[src/rtl/ibex_compressed_realigner.sv]
// ibex_compressed_realigner
//   Buffers raw 32-bit fetch words and extracts one 16/32-bit instruction per
//   cycle at halfword granularity, including 32-bit instructions that straddle
//   two fetch words. Compressed instructions are expanded to RV32 by
//   ibex_compressed_decoder (defined in this file) before being presented.
//
// Ports
//   clk, rst_n            clock, asynchronous active-low reset
//   flush_i/flush_addr_i  drop all buffered state, restart at flush_addr_i
//   fetch_*               word-wide fetch input (valid/ready), per-word error
//   out_*                 head instruction (valid/ready): expanded, raw, pc,
//                         compressed / illegal / bus-error flags
//   occupancy_o           number of fetch words currently held
//
// Configuration
//   IBEX_REALIGN_RV32E_EN  when defined, a compressed instruction whose
//                          expanded register fields name x16..x31 is flagged
//                          illegal.

module ibex_compressed_decoder (
  input  logic [31:0] instr_i,
  output logic [31:0] instr_o,
  output logic        is_compressed_o,
  output logic        illegal_instr_o
);
  localparam logic [6:0] OPC_LOAD   = 7'h03;
  localparam logic [6:0] OPC_OP_IMM = 7'h13;
  localparam logic [6:0] OPC_STORE  = 7'h23;
  localparam logic [6:0] OPC_OP     = 7'h33;
  localparam logic [6:0] OPC_LUI    = 7'h37;
  localparam logic [6:0] OPC_BRANCH = 7'h63;
  localparam logic [6:0] OPC_JALR   = 7'h67;
  localparam logic [6:0] OPC_JAL    = 7'h6f;

  assign is_compressed_o = (instr_i[1:0] != 2'b11);

  always_comb begin
    instr_o         = instr_i;
    illegal_instr_o = 1'b0;
    case (instr_i[1:0])
      2'b00: begin
        case (instr_i[15:13])
          3'b000: begin // c.addi4spn
            instr_o = {2'b0, instr_i[10:7], instr_i[12:11], instr_i[5], instr_i[6], 2'b00,
                       5'h02, 3'b000, 2'b01, instr_i[4:2], OPC_OP_IMM};
            if (instr_i[12:5] == 8'b0) illegal_instr_o = 1'b1;
          end
          3'b010: begin // c.lw
            instr_o = {5'b0, instr_i[5], instr_i[12:10], instr_i[6], 2'b00, 2'b01, instr_i[9:7],
                       3'b010, 2'b01, instr_i[4:2], OPC_LOAD};
          end
          3'b110: begin // c.sw
            instr_o = {5'b0, instr_i[5], instr_i[12], 2'b01, instr_i[4:2], 2'b01, instr_i[9:7],
                       3'b010, instr_i[11:10], instr_i[6], 2'b00, OPC_STORE};
          end
          default: illegal_instr_o = 1'b1;
        endcase
      end
      2'b01: begin
        case (instr_i[15:13])
          3'b000: begin // c.addi / c.nop
            instr_o = {{6{instr_i[12]}}, instr_i[12], instr_i[6:2], instr_i[11:7], 3'b0,
                       instr_i[11:7], OPC_OP_IMM};
          end
          3'b001, 3'b101: begin // c.jal (rd=x1) / c.j (rd=x0)
            instr_o = {instr_i[12], instr_i[8], instr_i[10:9], instr_i[6], instr_i[7], instr_i[2],
                       instr_i[11], instr_i[5:3], {9{instr_i[12]}}, 4'b0, ~instr_i[15], OPC_JAL};
          end
          3'b010: begin // c.li
            instr_o = {{6{instr_i[12]}}, instr_i[12], instr_i[6:2], 5'b0, 3'b0,
                       instr_i[11:7], OPC_OP_IMM};
          end
          3'b011: begin // c.lui, or c.addi16sp when rd=x2
            instr_o = {{15{instr_i[12]}}, instr_i[6:2], instr_i[11:7], OPC_LUI};
            if (instr_i[11:7] == 5'h02) begin
              instr_o = {{3{instr_i[12]}}, instr_i[4:3], instr_i[5], instr_i[2], instr_i[6], 4'b0,
                         5'h02, 3'b000, 5'h02, OPC_OP_IMM};
            end
            if ({instr_i[12], instr_i[6:2]} == 6'b0) illegal_instr_o = 1'b1;
          end
          3'b100: begin
            case (instr_i[11:10])
              2'b00, 2'b01: begin // c.srli / c.srai
                instr_o = {1'b0, instr_i[10], 5'b0, instr_i[6:2], 2'b01, instr_i[9:7], 3'b101,
                           2'b01, instr_i[9:7], OPC_OP_IMM};
                if (instr_i[12]) illegal_instr_o = 1'b1;
              end
              2'b10: begin // c.andi
                instr_o = {{6{instr_i[12]}}, instr_i[12], instr_i[6:2], 2'b01, instr_i[9:7], 3'b111,
                           2'b01, instr_i[9:7], OPC_OP_IMM};
              end
              default: begin // c.sub / c.xor / c.or / c.and
                case ({instr_i[12], instr_i[6:5]})
                  3'b000: instr_o = {2'b01, 5'b0, 2'b01, instr_i[4:2], 2'b01, instr_i[9:7], 3'b000,
                                     2'b01, instr_i[9:7], OPC_OP};
                  3'b001: instr_o = {7'b0, 2'b01, instr_i[4:2], 2'b01, instr_i[9:7], 3'b100,
                                     2'b01, instr_i[9:7], OPC_OP};
                  3'b010: instr_o = {7'b0, 2'b01, instr_i[4:2], 2'b01, instr_i[9:7], 3'b110,
                                     2'b01, instr_i[9:7], OPC_OP};
                  3'b011: instr_o = {7'b0, 2'b01, instr_i[4:2], 2'b01, instr_i[9:7], 3'b111,
                                     2'b01, instr_i[9:7], OPC_OP};
                  default: illegal_instr_o = 1'b1; // RV64-only encodings
                endcase
              end
            endcase
          end
          default: begin // c.beqz / c.bnez
            instr_o = {{4{instr_i[12]}}, instr_i[6:5], instr_i[2], 5'b0, 2'b01, instr_i[9:7],
                       2'b00, instr_i[13], instr_i[11:10], instr_i[4:3], instr_i[12], OPC_BRANCH};
          end
        endcase
      end
      2'b10: begin
        case (instr_i[15:13])
          3'b000: begin // c.slli
            instr_o = {7'b0, instr_i[6:2], instr_i[11:7], 3'b001, instr_i[11:7], OPC_OP_IMM};
            if (instr_i[12]) illegal_instr_o = 1'b1;
          end
          3'b010: begin // c.lwsp
            instr_o = {4'b0, instr_i[3:2], instr_i[12], instr_i[6:4], 2'b00, 5'h02, 3'b010,
                       instr_i[11:7], OPC_LOAD};
            if (instr_i[11:7] == 5'b0) illegal_instr_o = 1'b1;
          end
          3'b100: begin
            if (!instr_i[12]) begin
              if (instr_i[6:2] != 5'b0) begin // c.mv
                instr_o = {7'b0, instr_i[6:2], 5'b0, 3'b0, instr_i[11:7], OPC_OP};
              end else begin // c.jr
                instr_o = {12'b0, instr_i[11:7], 3'b0, 5'b0, OPC_JALR};
                if (instr_i[11:7] == 5'b0) illegal_instr_o = 1'b1;
              end
            end else begin
              if (instr_i[6:2] != 5'b0) begin // c.add
                instr_o = {7'b0, instr_i[6:2], instr_i[11:7], 3'b0, instr_i[11:7], OPC_OP};
              end else if (instr_i[11:7] == 5'b0) begin // c.ebreak
                instr_o = 32'h0010_0073;
              end else begin // c.jalr
                instr_o = {12'b0, instr_i[11:7], 3'b000, 5'b00001, OPC_JALR};
              end
            end
          end
          3'b110: begin // c.swsp
            instr_o = {4'b0, instr_i[8:7], instr_i[12], instr_i[6:2], 5'h02, 3'b010,
                       instr_i[11:9], 2'b00, OPC_STORE};
          end
          default: illegal_instr_o = 1'b1;
        endcase
      end
      default: instr_o = instr_i; // already 32-bit
    endcase
  end
endmodule

module ibex_compressed_realigner #(
  parameter int unsigned DEPTH    = 3,
  parameter logic [31:0] RESET_PC = 32'h0000_0080,
  parameter int unsigned OCC_W    = $clog2(DEPTH + 1)
) (
  input  logic             clk,
  input  logic             rst_n,
  input  logic             flush_i,
  input  logic [31:0]      flush_addr_i,
  input  logic             fetch_valid_i,
  output logic             fetch_ready_o,
  input  logic [31:0]      fetch_rdata_i,
  input  logic             fetch_err_i,
  output logic             out_valid_o,
  input  logic             out_ready_i,
  output logic [31:0]      out_instr_o,
  output logic [31:0]      out_raw_o,
  output logic [31:0]      out_pc_o,
  output logic             out_is_compressed_o,
  output logic             out_illegal_o,
  output logic             out_err_o,
  output logic [OCC_W-1:0] occupancy_o
);
  localparam int unsigned PTR_W = $clog2(DEPTH);

  typedef struct packed {
    logic        err;
    logic [31:0] data;
  } entry_t;

  entry_t [DEPTH-1:0] mem_q, mem_d;
  logic [PTR_W-1:0]   rptr_q, rptr_d, wptr_q, wptr_d, rptr_nxt;
  logic [OCC_W-1:0]   count_q, count_d;
  logic               hw_off_q, hw_off_d;
  logic [31:0]        pc_q, pc_d;

  entry_t      head, nxt;
  logic [15:0] h0, h1;
  logic        is_comp, straddle, have_two, push, pop, free_word;
  logic [31:0] raw, dec_instr;
  logic        dec_comp, dec_illegal;
  logic        unused_flush_lsb;

  assign unused_flush_lsb = flush_addr_i[0];

  function automatic logic [PTR_W-1:0] ptr_inc(input logic [PTR_W-1:0] p);
    return (p == PTR_W'(DEPTH - 1)) ? '0 : p + PTR_W'(1);
  endfunction

  // Head extraction; nxt is only meaningful when a second word is held.
  assign rptr_nxt = ptr_inc(rptr_q);
  assign head     = mem_q[rptr_q];
  assign nxt      = mem_q[rptr_nxt];
  assign h0       = hw_off_q ? head.data[31:16] : head.data[15:0];
  assign h1       = hw_off_q ? nxt.data[15:0]   : head.data[31:16];
  assign is_comp  = (h0[1:0] != 2'b11);
  assign straddle = ~is_comp & hw_off_q;
  assign have_two = (count_q >= OCC_W'(2));
  assign raw      = is_comp ? {16'b0, h0} : {h1, h0};

  ibex_compressed_decoder u_cdec (
    .instr_i         (raw),
    .instr_o         (dec_instr),
    .is_compressed_o (dec_comp),
    .illegal_instr_o (dec_illegal)
  );

`ifdef IBEX_REALIGN_RV32E_EN
  // Register fields the expanded opcode actually uses, checked against x16+.
  function automatic logic rv32e_bad(input logic [31:0] i);
    logic rd_hi, rs1_hi, rs2_hi;
    rd_hi  = i[11];
    rs1_hi = i[19];
    rs2_hi = i[24];
    case (i[6:0])
      7'h13, 7'h03: return rd_hi | rs1_hi;
      7'h33:        return rd_hi | rs1_hi | rs2_hi;
      7'h23, 7'h63: return rs1_hi | rs2_hi;
      7'h6f, 7'h37: return rd_hi;
      7'h67:        return rd_hi | rs1_hi;
      default:      return 1'b0;
    endcase
  endfunction
  assign out_illegal_o = dec_illegal | (dec_comp & rv32e_bad(dec_instr));
`else
  assign out_illegal_o = dec_illegal;
`endif

  // An errored head word is released immediately: waiting for its partner
  // could stall forever if fetch stops after the fault.
  assign out_valid_o         = ~flush_i & (count_q != '0) & (~straddle | have_two | head.err);
  assign out_err_o           = head.err | (straddle & have_two & nxt.err);
  assign out_instr_o         = dec_instr;
  assign out_raw_o           = raw;
  assign out_pc_o            = pc_q;
  assign out_is_compressed_o = dec_comp;
  assign occupancy_o         = count_q;

  assign fetch_ready_o = (count_q < OCC_W'(DEPTH)) & ~flush_i;
  assign push          = fetch_valid_i & fetch_ready_o;
  assign pop           = out_valid_o & out_ready_i;
  // A compressed pop at the low half leaves the word in place; everything
  // else consumes the head word's last halfword.
  assign free_word     = ~is_comp | hw_off_q;

  always_comb begin
    mem_d    = mem_q;
    rptr_d   = rptr_q;
    wptr_d   = wptr_q;
    count_d  = count_q;
    hw_off_d = hw_off_q;
    pc_d     = pc_q;
    if (flush_i) begin
      rptr_d   = '0;
      wptr_d   = '0;
      count_d  = '0;
      hw_off_d = flush_addr_i[1];
      pc_d     = {flush_addr_i[31:1], 1'b0};
    end else begin
      if (push) begin
        mem_d[wptr_q] = {fetch_err_i, fetch_rdata_i};
        wptr_d        = ptr_inc(wptr_q);
      end
      if (pop) begin
        pc_d     = pc_q + (is_comp ? 32'd2 : 32'd4);
        hw_off_d = is_comp ? ~hw_off_q : hw_off_q;
        if (free_word) rptr_d = rptr_nxt;
      end
      count_d = count_q + OCC_W'(push) - OCC_W'(pop & free_word);
    end
  end

  always_ff @(posedge clk or negedge rst_n) begin
    if (!rst_n) begin
      mem_q    <= '0;
      rptr_q   <= '0;
      wptr_q   <= '0;
      count_q  <= '0;
      hw_off_q <= RESET_PC[1];
      pc_q     <= RESET_PC;
    end else begin
      mem_q    <= mem_d;
      rptr_q   <= rptr_d;
      wptr_q   <= wptr_d;
      count_q  <= count_d;
      hw_off_q <= hw_off_d;
      pc_q     <= pc_d;
    end
  end
endmodule

[config.mk]
export PLATFORM = sky130hd
export DESIGN_NAME = ibex_compressed_realigner
export DESIGN_NICKNAME = d
export VERILOG_FILES = /design/src/rtl/ibex_compressed_realigner.sv
export SDC_FILE = /design/constraint.sdc
export NUM_CORES = 1
export LEC_CHECK = 0
export CORE_MARGIN = 2
export CORE_UTILIZATION = 55
export DETAILED_ROUTE_END_ITERATION = 8
export PLACE_DENSITY = 0.83
export SLEW_MARGIN = 20
export SYNTH_ARGS = -nofsm -noshare
export SYNTH_HDL_FRONTEND = slang
export SYNTH_HIERARCHICAL = 1
export SYNTH_SLANG_ARGS = --single-unit
[constraint.sdc]
create_clock -name clk -period 5.9 [get_ports clk]
set_input_delay 0.885 -clock clk [delete_from_list [all_inputs] [get_ports clk]]
set_output_delay 0.885 -clock clk [all_outputs]
set_load 0.02 [all_outputs]
==> results of run 1 <==
worst max path at each step:
stage | end | slack, ns
6_report | out_instr_o[21] | 0.22
5_1_grt | out_instr_o[21] | 0.15
4_1_cts | out_instr_o[21] | 0.30
3_5_place_dp | out_instr_o[21] | 0.78
3_3_place_gp | out_instr_o[21] | 0.80
2_1_floorplan | out_instr_o[27] | 1.47
metal layers:
layer,global-route usage (%),vias up,part of all wire (%)
met5,0,-,0
met4,14.7,0,3.8
met3,7.51,97,8.2
met2,55.1,538,47
met1,45.5,4570,41
li1,-,4218,-
cells in the final DEF, fill, tap and decap left out, drive strengths merged, types with 5 or more instances in the layout:
cell / n
clkdlybuf4s50: 169
dfrtp: 136
mux2: 103
nor2: 94
nand2: 71
o21ai: 68
a21oi: 59
mux2i: 54
a211oi: 49
buf: 49
a31oi: 29
inv: 28
nand3: 23
o211ai: 20
or4: 20
o31ai: 18
clkbuf: 18
nand2b: 16
nor3: 15
a22oi: 14
nand4: 13
or3: 13
nor2b: 13
a221oi: 9
and3: 7
and2: 6
o22ai: 5
or2: 5
final cells by class:
cell class / count / area [um2]
multi-input cells: 794 / 5540
fillers: 1245 / 4740
flip-flops and latches: 137 / 3430
repair buffers: 218 / 2090
clock buffers: 18 / 429
well taps: 220 / 275
clock inverters: 14 / 125
inverters: 18 / 67.6
synthesized netlist by cell type (all sizes together) (3+ instances only):
cell type  count
ha             4
nor2          94
o31ai         18
o2bb2ai        3
or4           20
a2bb2oi        4
a21o           3
o21ai         68
nand2b        16
nor2b         13
nand3b         3
and3           7
buf           40
o22ai          5
clkbuf        55
o211ai        20
a22oi         14
a211oi        49
and4           3
mux2i         54
mux2         103
and2           6
a221oi         9
dfrtp        136
a32oi          4
a21oi         59
a221o          4
or2            5
nand2         71
or3           13
a21boi         3
a31oi         29
inv           17
nor3          15
nand3         23
nand4         13
cells by family after synthesis:
logic type	share of synthesized area (%)
AO/OA/AOI/OAI	22.5
XOR/XNOR	0.186
adder cells (fa/ha/maj)	0.742
buffers and inverters	5.30
flip-flops	36.3
multiplexers	18.0
other	0.0397
AND/OR/NAND/NOR	16.9
registers in the layout, indices dropped and copies added, names as in the netlist:
signal       flops
out_pc_o        31
mem_q           99
wptr_q           2
occupancy_o      2
rptr_q           2
hw_off_q         1
metrics by stage:
step,utilization [%],hold WS [ns]
finish,71.6,0.413
CTS,71.6,0.438
global placement,68.3,0.486
detailed placement,68.3,0.494
floorplan,-,0.479
global route,71.6,0.446
where the power goes:
group          internal, mW  switching, mW  total, mW
clock network         0.555          0.455       1.01
logic                  1.32           1.86       3.18
registers              1.20          0.196       1.39
==> impl_results.md, run 1 <==
- Ratio of cells with drive above 1 in the final layout: between 15 and 20%
- Hold_buf cts: 0
- Setup WS pre-CTS: ~0.8 ns
- Die extent in x: between 100 and 150 um
- Reg-to-Reg End: out_pc_o[19]
- Vias in the first global route: between 9000 and 10000
- Buffers and inverters on the worst path: 3
- Skew final: around 0.0098 ns
- Nature of the critical path startpoint: register
- Register-to-Register Path Depth: 11
- CP max-delay cell: dfrtp_4
- Final worst slack: 0.218 ns
- GRT Total Usage: approximately a third
- CTS tree: yes
- Pins Over Slew Limit: 0
- Total core area: 16700 um2
- Register area share after synthesis: between 30% and 40%
- Row count: between 40 and 50
- Cell taking the most area after synthesis: dfrtp_1
- Power density over the cells: 467 nW/um2
- Post-synth ARST share: 100%
- DR WL/cell: 21.9 um
- FF-to-FF setup slack: roughly 1.3 ns
- Congestion Overflow GR: 0
- Syn avg cell area: approximately 9.0 um2
- Residual DRC: 0
- FMAX: 0.176 GHz
- Fin crit share: between 90% and 100%
- Ys Warns: 6
- Arrival time at the worst endpoint: 4.80 ns
- Worst slew margin: 29.1%
- CTS Sinks: between 100 and 150
- First-pass GRT wire length: about 50000 um
- CP required: ~5 ns
- Max Buffers Root-to-Sink: 2
- Yosys top cell area share: 36.1%
- IR drop worst, VDD: between 0.0003 and 0.0004 V
- Max-cap violation count: 0
- Syn Nets: around 1100
- Final GP Congestion: 1.01
- Slew at the pin with the worst max-slew slack: roughly 1.1 ns
- Synth cell types: 78
- Placed cell count: 1387
- Hold crit path type: primary input to async pin
- CP max FO: 36
- Delay-heaviest family, CP: compound AO/OA/AOI/OAI gates
- Worst-skew pair later-pin latency: about 0.43 ns
- DPL Wire Length: 21200 um
- Die area: ~18000 um2
- Crit path top cell by count: nand2_1
- Final Cell Area: approximately 12000 um2
- Static leakage: about 4.6 nW
- Status: finished clean
- Critical R2R Launch: rptr_q[1]
- Final Setup Violations: 0
- DRT antenna net count: 0
- CTS root buffer: clkbuf_16
- Crit Path Category: register to output port
- CP endpoint kind: output port
- Via count: ~9400
- CTS clk-pin slew, worst paths: 0.07 ns
- Endpoints failing hold: 0
- CTS Buf Count: 17
- Initial antenna violation count: 0
- Synth top area cells: dfrtp_1, mux2_2, mux2i_1
- Synth Instances: ~1000
- Drt initial violations: around 1100
- Final setup TNS: 0 ns
- H-tree Lvls: 4
- Setup Buffers After CTS: 0
- Non-Filler Instances: ~1400
- Area Overhead vs Synth: 26.8%
- Vias/cell: around 6.6
- IO Pins: about 170
- Critical Path Stages: 11
- Post-place instance area: 11400 um2
- Post-CTS Resized: 0
- Mapped Area: approximately 9400 um2
- Flip-flop and latch count after synthesis: 137
- I/O Buffers: 170
- Ys flop type: dfrtp_1
- CP Launch Point: rptr_q[1]
- Detailed Routing Iterations Pass 1: 6
- CP cell instances: nor2b_2 -> buf_12 -> a211oi_1 -> a21oi_4 -> nor3b_2 -> nand2_1 -> o22ai_1 -> buf_4 -> nand2_1 -> o211ai_1 -> clkdlybuf4s50_1
- Die Y: between 100 and 150 um
- Largest net degree at the start of global routing: approximately 80
- CP max stage delay: ~0.71 ns
- Final WL: approximately 31000 um
- Power Total: ~5.6 mW
- Final-stage net count: 1261
- Post-synth EDFFs: 0
- N_diodes: 0
- Initial Utilization: between 50 and 60%
- RSZ-0062 raised after global routing: false
- Final Critical Period: around 5.7 ns
(Power assumes the default switching activity.)
==> run 2, diff against run 1 <==
Settings changed: CELL_PAD_IN_SITES_DETAIL_PLACEMENT set to 0, CELL_PAD_IN_SITES_GLOBAL_PLACEMENT set to 2, CORE_UTILIZATION 55 to 35, PLACE_DENSITY 0.83 to not set, PLACE_DENSITY_LB_ADDON set to 0.1, TNS_END_PERCENT set to 100.
==> run 2 against run 1 <==
Cell area increased by 2.9%. Flip-flop and latch count unchanged. Combinational power increased by 3%. Cell count increased by 9.6%. Sequential share of layout area decreased by 0.83 points.
==> impl_results.md, run 2 (synthesis results as in run 1) <==
- Static leakage: 4.68 nW (+2.5%)
- FILL cells: 2641 (+110%)
- H-tree Lvls: 4 (unchanged)
- Most common cell after layout, fill and taps aside: clkdlybuf4s50_1
- IO Pins: 173 (unchanged)
- CTS Buf Count: 17 (unchanged)
- Initial Utilization: 35.3% (-21 points)
- Final-stage net count: 1276 (+1.2%)
- GRT Total Usage: 23.8% (-11 points)
- Register-to-Register Path Depth: 13 (+2)
- Final GP Congestion: 0.885 (-12%)
- DRT antenna net count: 0 (unchanged)
- Final WL: 33800 um (+8.9%)
- N_diodes: 0 (unchanged)
- Post-CTS Resized: 0 (unchanged)
- Max-cap violation count: 0 (unchanged)
- Placed cell count: 1523 (+9.8%)
- Final Setup Violations: 0 (unchanged)
- Row count: 60 (+28%)
- Via count: 9197 (-2.4%)
- Most frequent cells in the layout: clkdlybuf4s50_1, dfrtp_1, mux2_2
- Slew at the pin with the worst max-slew slack: 0.989 ns (-0.0727 ns)
- Die Y: 168 um (+25%)
- Worst slew margin: 34.0% (+5.0 points)
- CP endpoint kind: output port
- Worst setup path end: out_instr_o[26]
- CP required: 5.02 ns (about the same)
- Non-Filler Instances: 1555 (+9.6%)
- Die area: 28300 um2 (+55%)
- Largest net degree at the start of global routing: 95 (+22%)
- Reg-to-Reg End: out_pc_o[19]
- FF-to-FF setup slack: 1.15 ns (-0.18 ns)
- Final Critical Period: 5.53 ns (-0.150 ns)
- CTS clk-pin slew, worst paths: 0.07 ns (about the same)
- Critical R2R Launch: rptr_q[1]
- Reg with most FFs: mem_q
- Nature of the critical path startpoint: register
- Area Overhead vs Synth: 30.4%
- Status: finished clean
- CTS tree: yes
- Skew final: 0.0163 ns (+0.00649 ns)
- Hold WS: 0.508 ns (+0.0947 ns)
- Endpoints failing hold: 0 (unchanged)
- CTS Sinks: 137 (unchanged)
- I/O Buffers: 170 (unchanged)
- Detailed Routing Iterations Pass 1: 6 (unchanged)
- Arrival time at the worst endpoint: 4.65 ns (-0.15 ns)
- Ratio of cells with drive above 1 in the final layout: 18.8% (+1.3 points)
- Hold_buf cts: 0 (unchanged)
- Hold crit path type: register to register
- Residual DRC: 0 (unchanged)
- Power density over the cells: 467 nW/um2 (about the same)
- Fin crit share: 93.8% (-2.5 points)
- Die extent in x: 168 um (+25%)
- Drt initial violations: 669 (-37%)
- CP max FO: 38 (+5.6%)
- Vias/cell: 5.91 (-11%)
- Max Buffers Root-to-Sink: 2 (unchanged)
- Crit Path Category: register to output port
- Vias in the first global route: 8897 (-2.0%)
- RSZ-0062 raised after global routing: false
- Max FFs per register: 99 (unchanged)
- Congestion Overflow GR: 0 (unchanged)
- Total core area: 26700 um2 (+60%)
- IR drop worst, VDD: 0.000207 V (-31%)
- Pins Over Slew Limit: 0 (unchanged)
- Final setup TNS: 0 ns (unchanged)
- Worst-skew pair later-pin latency: 0.43 ns (about the same)
- CP Launch Point: rptr_q[1]
- DR WL/cell: 21.7 um (-0.60%)
- Setup Buffers After CTS: 0 (unchanged)
- First-pass GRT wire length: 52700 um (+7.6%)
- CTS root buffer: clkbuf_16
- Initial antenna violation count: 0 (unchanged)
- FMAX: 0.181 GHz (+2.7%)
- DPL Wire Length: 23600 um (+11%)
## run 2: changes by cell type in the layout (fill, tap and decap cells not counted), sizes merged
cell      delta
clkbuf       -1
buf         +15
inv          -4
clkinvlp     -2
clkinv       +7
## run 2: power by group
group,leakage [nW],internal [mW],switching [mW]
sequential,1.65,1.20,0.183
clock,0.300,0.580,0.522
combinational,2.74,1.37,1.89
## run 2: area by class of cell
class | instances | area [um2] | share of cell area, %
multi-input cells | 794 | 5560 | 45.2
clock inverters | 15 | 194 | 1.58
well taps | 341 | 427 | 3.47
inverters | 18 | 67.6 | 0.549
clock buffers | 17 | 425 | 3.46
flip-flops and latches | 137 | 3430 | 27.9
repair buffers | 233 | 2200 | 17.9
## run 2: worst max-delay path, stage by stage, from the launching register on
cell,delay (ns)
dfrtp_2,0.85
buf_12,0.31
buf_4,0.22
mux2i_1,0.20
nor2_1,0.06
a211oi_1,0.26
a21oi_1,0.17
nor4_4,0.36
nand2_1,0.24
nor2_1,0.41
a211oi_1,0.15
o21ai_0,0.30
clkdlybuf4s50_1,0.67
## run 2: worst min path at each step
| stage | cells after the start | from | end |
|---|---|---|---|
| final | 1 | mem_q[31] | mem_q[31] |
| after global routing | 1 | mem_q[55] | mem_q[55] |
| after CTS | 1 | mem_q[55] | mem_q[55] |
| after detailed placement | 1 | mem_q[55] | mem_q[55] |
| after global placement | 1 | mem_q[50] | mem_q[50] |
| after floorplan | 1 | mem_q[82] | mem_q[82] |
## run 2: metal layers
layer,track usage [%],vias up,share of wire (%)
met5,0,-,0
met4,7.20,0,2.4
met3,4.18,49,6.4
met2,38.1,344,46
met1,32.8,4550,45
li1,-,4254,-
## run 2: through the flow
stage | cell area (um2) | setup WS (ns) | util (%) | total power [mW]
detailed placement | 11700 | 0.905 | 43.7 | 4.63
CTS | 12300 | 0.420 | 46.1 | 5.75
global route | 12300 | 0.167 | 46.1 | 6.07
floorplan | 9440 | 1.47 | - | 3.25
finish | 12300 | 0.368 | 46.1 | 5.74
global placement | 11700 | 0.897 | 43.7 | 4.63
==> run 3, diff against run 2 <==
Settings changed: RECOVER_POWER set to 100.
==> run 3 against run 2 <==
The flow now finishes with violations (max-capacitance violations, max-slew violations). Worst hold slack barely moved. Setup slack got worse by 0.15 ns. Critical path depth fell by 2. Utilization fell by 0.26 points. First-iteration DRC count rose by 1.3%. Clock skew rose by 0.0011 ns. Register-to-register slack got worse by 0.08 ns. Flip-flop and latch count did not move. Cell area fell by 0.56%. Combinational power fell by 2%. Largest cell class unchanged. Highest routed layer unchanged.
==> impl_results.md, run 3 (synthesis results as in run 1) <==
- Status: finished with violations
- Placed cell count: 1523 (unchanged)
- I/O Buffers: 170 (unchanged)
- Setup WS pre-CTS: 0.905 ns (unchanged)
- Final Critical Period: 5.68 ns (+0.147 ns)
- IO Pins: 173 (unchanged)
- Final design utilization: 45.8% (-0.26 points)
- Drt initial violations: 678 (+1.3%)
- Final Cell Area: 12200 um2 (-0.56%)
- Final setup TNS: 0 ns (unchanged)
- Static leakage: 4.74 nW (+1.2%)
- Max FFs per register: 99 (unchanged)
- CTS Sinks: 137 (unchanged)
- Most common cell after layout, fill and taps aside: dfrtp_1
- Vias in the first global route: 8897 (unchanged)
- CP cell instances: nor2b_1 -> buf_4 -> a21oi_1 -> a21oi_1 -> or2_4 -> nor4_2 -> o21ai_0 -> a221o_1 -> o2111ai_1 -> clkdlybuf4s50_1
- Detailed Routing Iterations Pass 1: 8 (+2)
- Final WL: 33800 um (+0.16%)
- Post-CTS Resized: 0 (unchanged)
- Initial antenna violation count: 0 (unchanged)
- Setup Buffers After CTS: 0 (unchanged)
- Fin crit share: 96.3% (+2.5 points)
- Reg with most FFs: mem_q
- Hold WS: 0.508 ns (-0.000143 ns)
- RSZ-0062 raised after global routing: false
- Arrival time at the worst endpoint: 4.79 ns (+0.14 ns)
- Hold crit path type: register to register
- Failing checks: max-capacitance violations, max-slew violations
- Area Overhead vs Synth: 29.7%
- P_int: 3.07 mW (-2.4%)
- Switching power: 2.58 mW (-0.57%)
- Initial Utilization: 35.3% (unchanged)
- Worst-skew pair later-pin latency: 0.43 ns (about the same)
- Congestion Overflow GR: 0 (unchanged)
- CP max-delay cell: dfrtp_2
- Slew at the pin with the worst max-slew slack: 2.36 ns (+1.37 ns)
- First-pass GRT wire length: 52700 um (unchanged)
- Die extent in x: 168 um (unchanged)
- Post-place instance area: 11700 um2 (unchanged)
- Nature of the critical path startpoint: register
- Crit path top cell by count: a21oi_1
- GRT Total Usage: 23.8% (unchanged)
- Worst slew margin: -57.2% (-91 points)
- IR drop worst, VDD: 0.000207 V (-0.16%)
- Buffers and inverters on the worst path: 2 (-1)
- CP required: 5.02 ns (about the same)
- Die Y: 168 um (unchanged)
- CTS root buffer: clkbuf_16
- Final GP Congestion: 0.885 (unchanged)
- Largest net degree at the start of global routing: 95 (unchanged)
- Ratio of cells with drive above 1 in the final layout: 17.7% (-1.1 points)
- CTS clk-pin slew, worst paths: 0.07 ns (about the same)
- Hold_buf cts: 0 (unchanged)
- Via count: 9160 (-0.40%)
- Max-cap violation count: 5 (+5)
- Non-Filler Instances: 1555 (unchanged)
- Row count: 60 (unchanged)
- CTS tree: yes
- Skew final: 0.0174 ns (+0.00112 ns)
- CP endpoint kind: output port
- Endpoints failing hold: 0 (unchanged)
- Final-stage net count: 1276 (unchanged)
- Final Setup Violations: 0 (unchanged)
- Delay-heaviest family, CP: compound AO/OA/AOI/OAI gates
- CP max FO: 27 (-29%)
- Final worst slack: 0.221 ns (-0.147 ns)
- FMAX: 0.176 GHz (-2.6%)
- Sw Ratio: 45.7% (+0.47 points)
- DRT antenna net count: 0 (unchanged)
- H-tree Lvls: 4 (unchanged)
- Power density over the cells: 462 nW/um2 (-1.0%)
- Combinational power share: 56.2% (-0.6 points)
- Die area: 28300 um2 (unchanged)
- Max Buffers Root-to-Sink: 2 (unchanged)
- Most frequent cells in the layout: dfrtp_1, mux2_2, nor2_1
- N_diodes: 0 (unchanged)
- Pins Over Slew Limit: 235 (+235)
- Residual DRC: 0 (unchanged)
- CP max stage delay: 0.84 ns (about the same)
- DPL Wire Length: 23600 um (unchanged)
- Total core area: 26700 um2 (unchanged)
- Clock power frac: 19.5% (+0.3 points)
- Power Total: 5.65 mW (-1.6%)
- CTS Buf Count: 17 (unchanged)
- Vias/cell: 5.89 (-0.40%)
- Crit Path Category: register to output port
- DR WL/cell: 21.8 um (+0.16%)
- Register share of total power: 24.3% (+0.3 points)
-- run 3: changes by cell type in the layout (fill, tap and decap cells not counted), sizes merged --
cell / delta
buf: -9
clkdlybuf4s50: -80
dlygate4sd3: +80
clkbuf: +9
-- run 3: power groups by stage --
stage,clock (mW),combinational [mW],sequential [mW]
2_1_floorplan,0,1.89,1.36
3_3_place_gp,0,3.24,1.39
3_5_place_dp,0,3.24,1.40
4_1_cts,1.13,3.25,1.38
5_1_grt,1.17,3.39,1.41
6_report,1.10,3.18,1.38
-- run 3: layout make-up --
class | instances | area (um2)
clock buffers | 17 | 425
flip-flops and latches | 137 | 3430
fillers | 2662 | 14500
inverters | 18 | 67.6
clock inverters | 15 | 194
multi-input cells | 794 | 5530
repair buffers | 233 | 2170
well taps | 341 | 427
-- run 3: metal layers --
layer / vias up / GRT usage, % / part of all wire [%]
met5: - / 0 / 0
met4: 0 / 7.20 / 2.3
met3: 46 / 4.18 / 5.9
met2: 299 / 38.1 / 46
met1: 4568 / 32.8 / 45
li1: 4247 / - / -
-- run 3: final timing paths --
path | slack [ns] | cells past startpoint | start | to
max | 0.22 | 10 | rptr_q[1] | out_instr_o[16]
min | 0.51 | 1 | mem_q[55] | mem_q[55]
max reg2reg | 1.07 | 13 | rptr_q[1] | out_pc_o[19]
min reg2reg | 0.51 | 1 | mem_q[55] | mem_q[55]
max in group asynchronous | 2.54 | 2 | rst_n | mem_q[9]
min in group asynchronous | 0.55 | 1 | rst_n | out_pc_o[27]
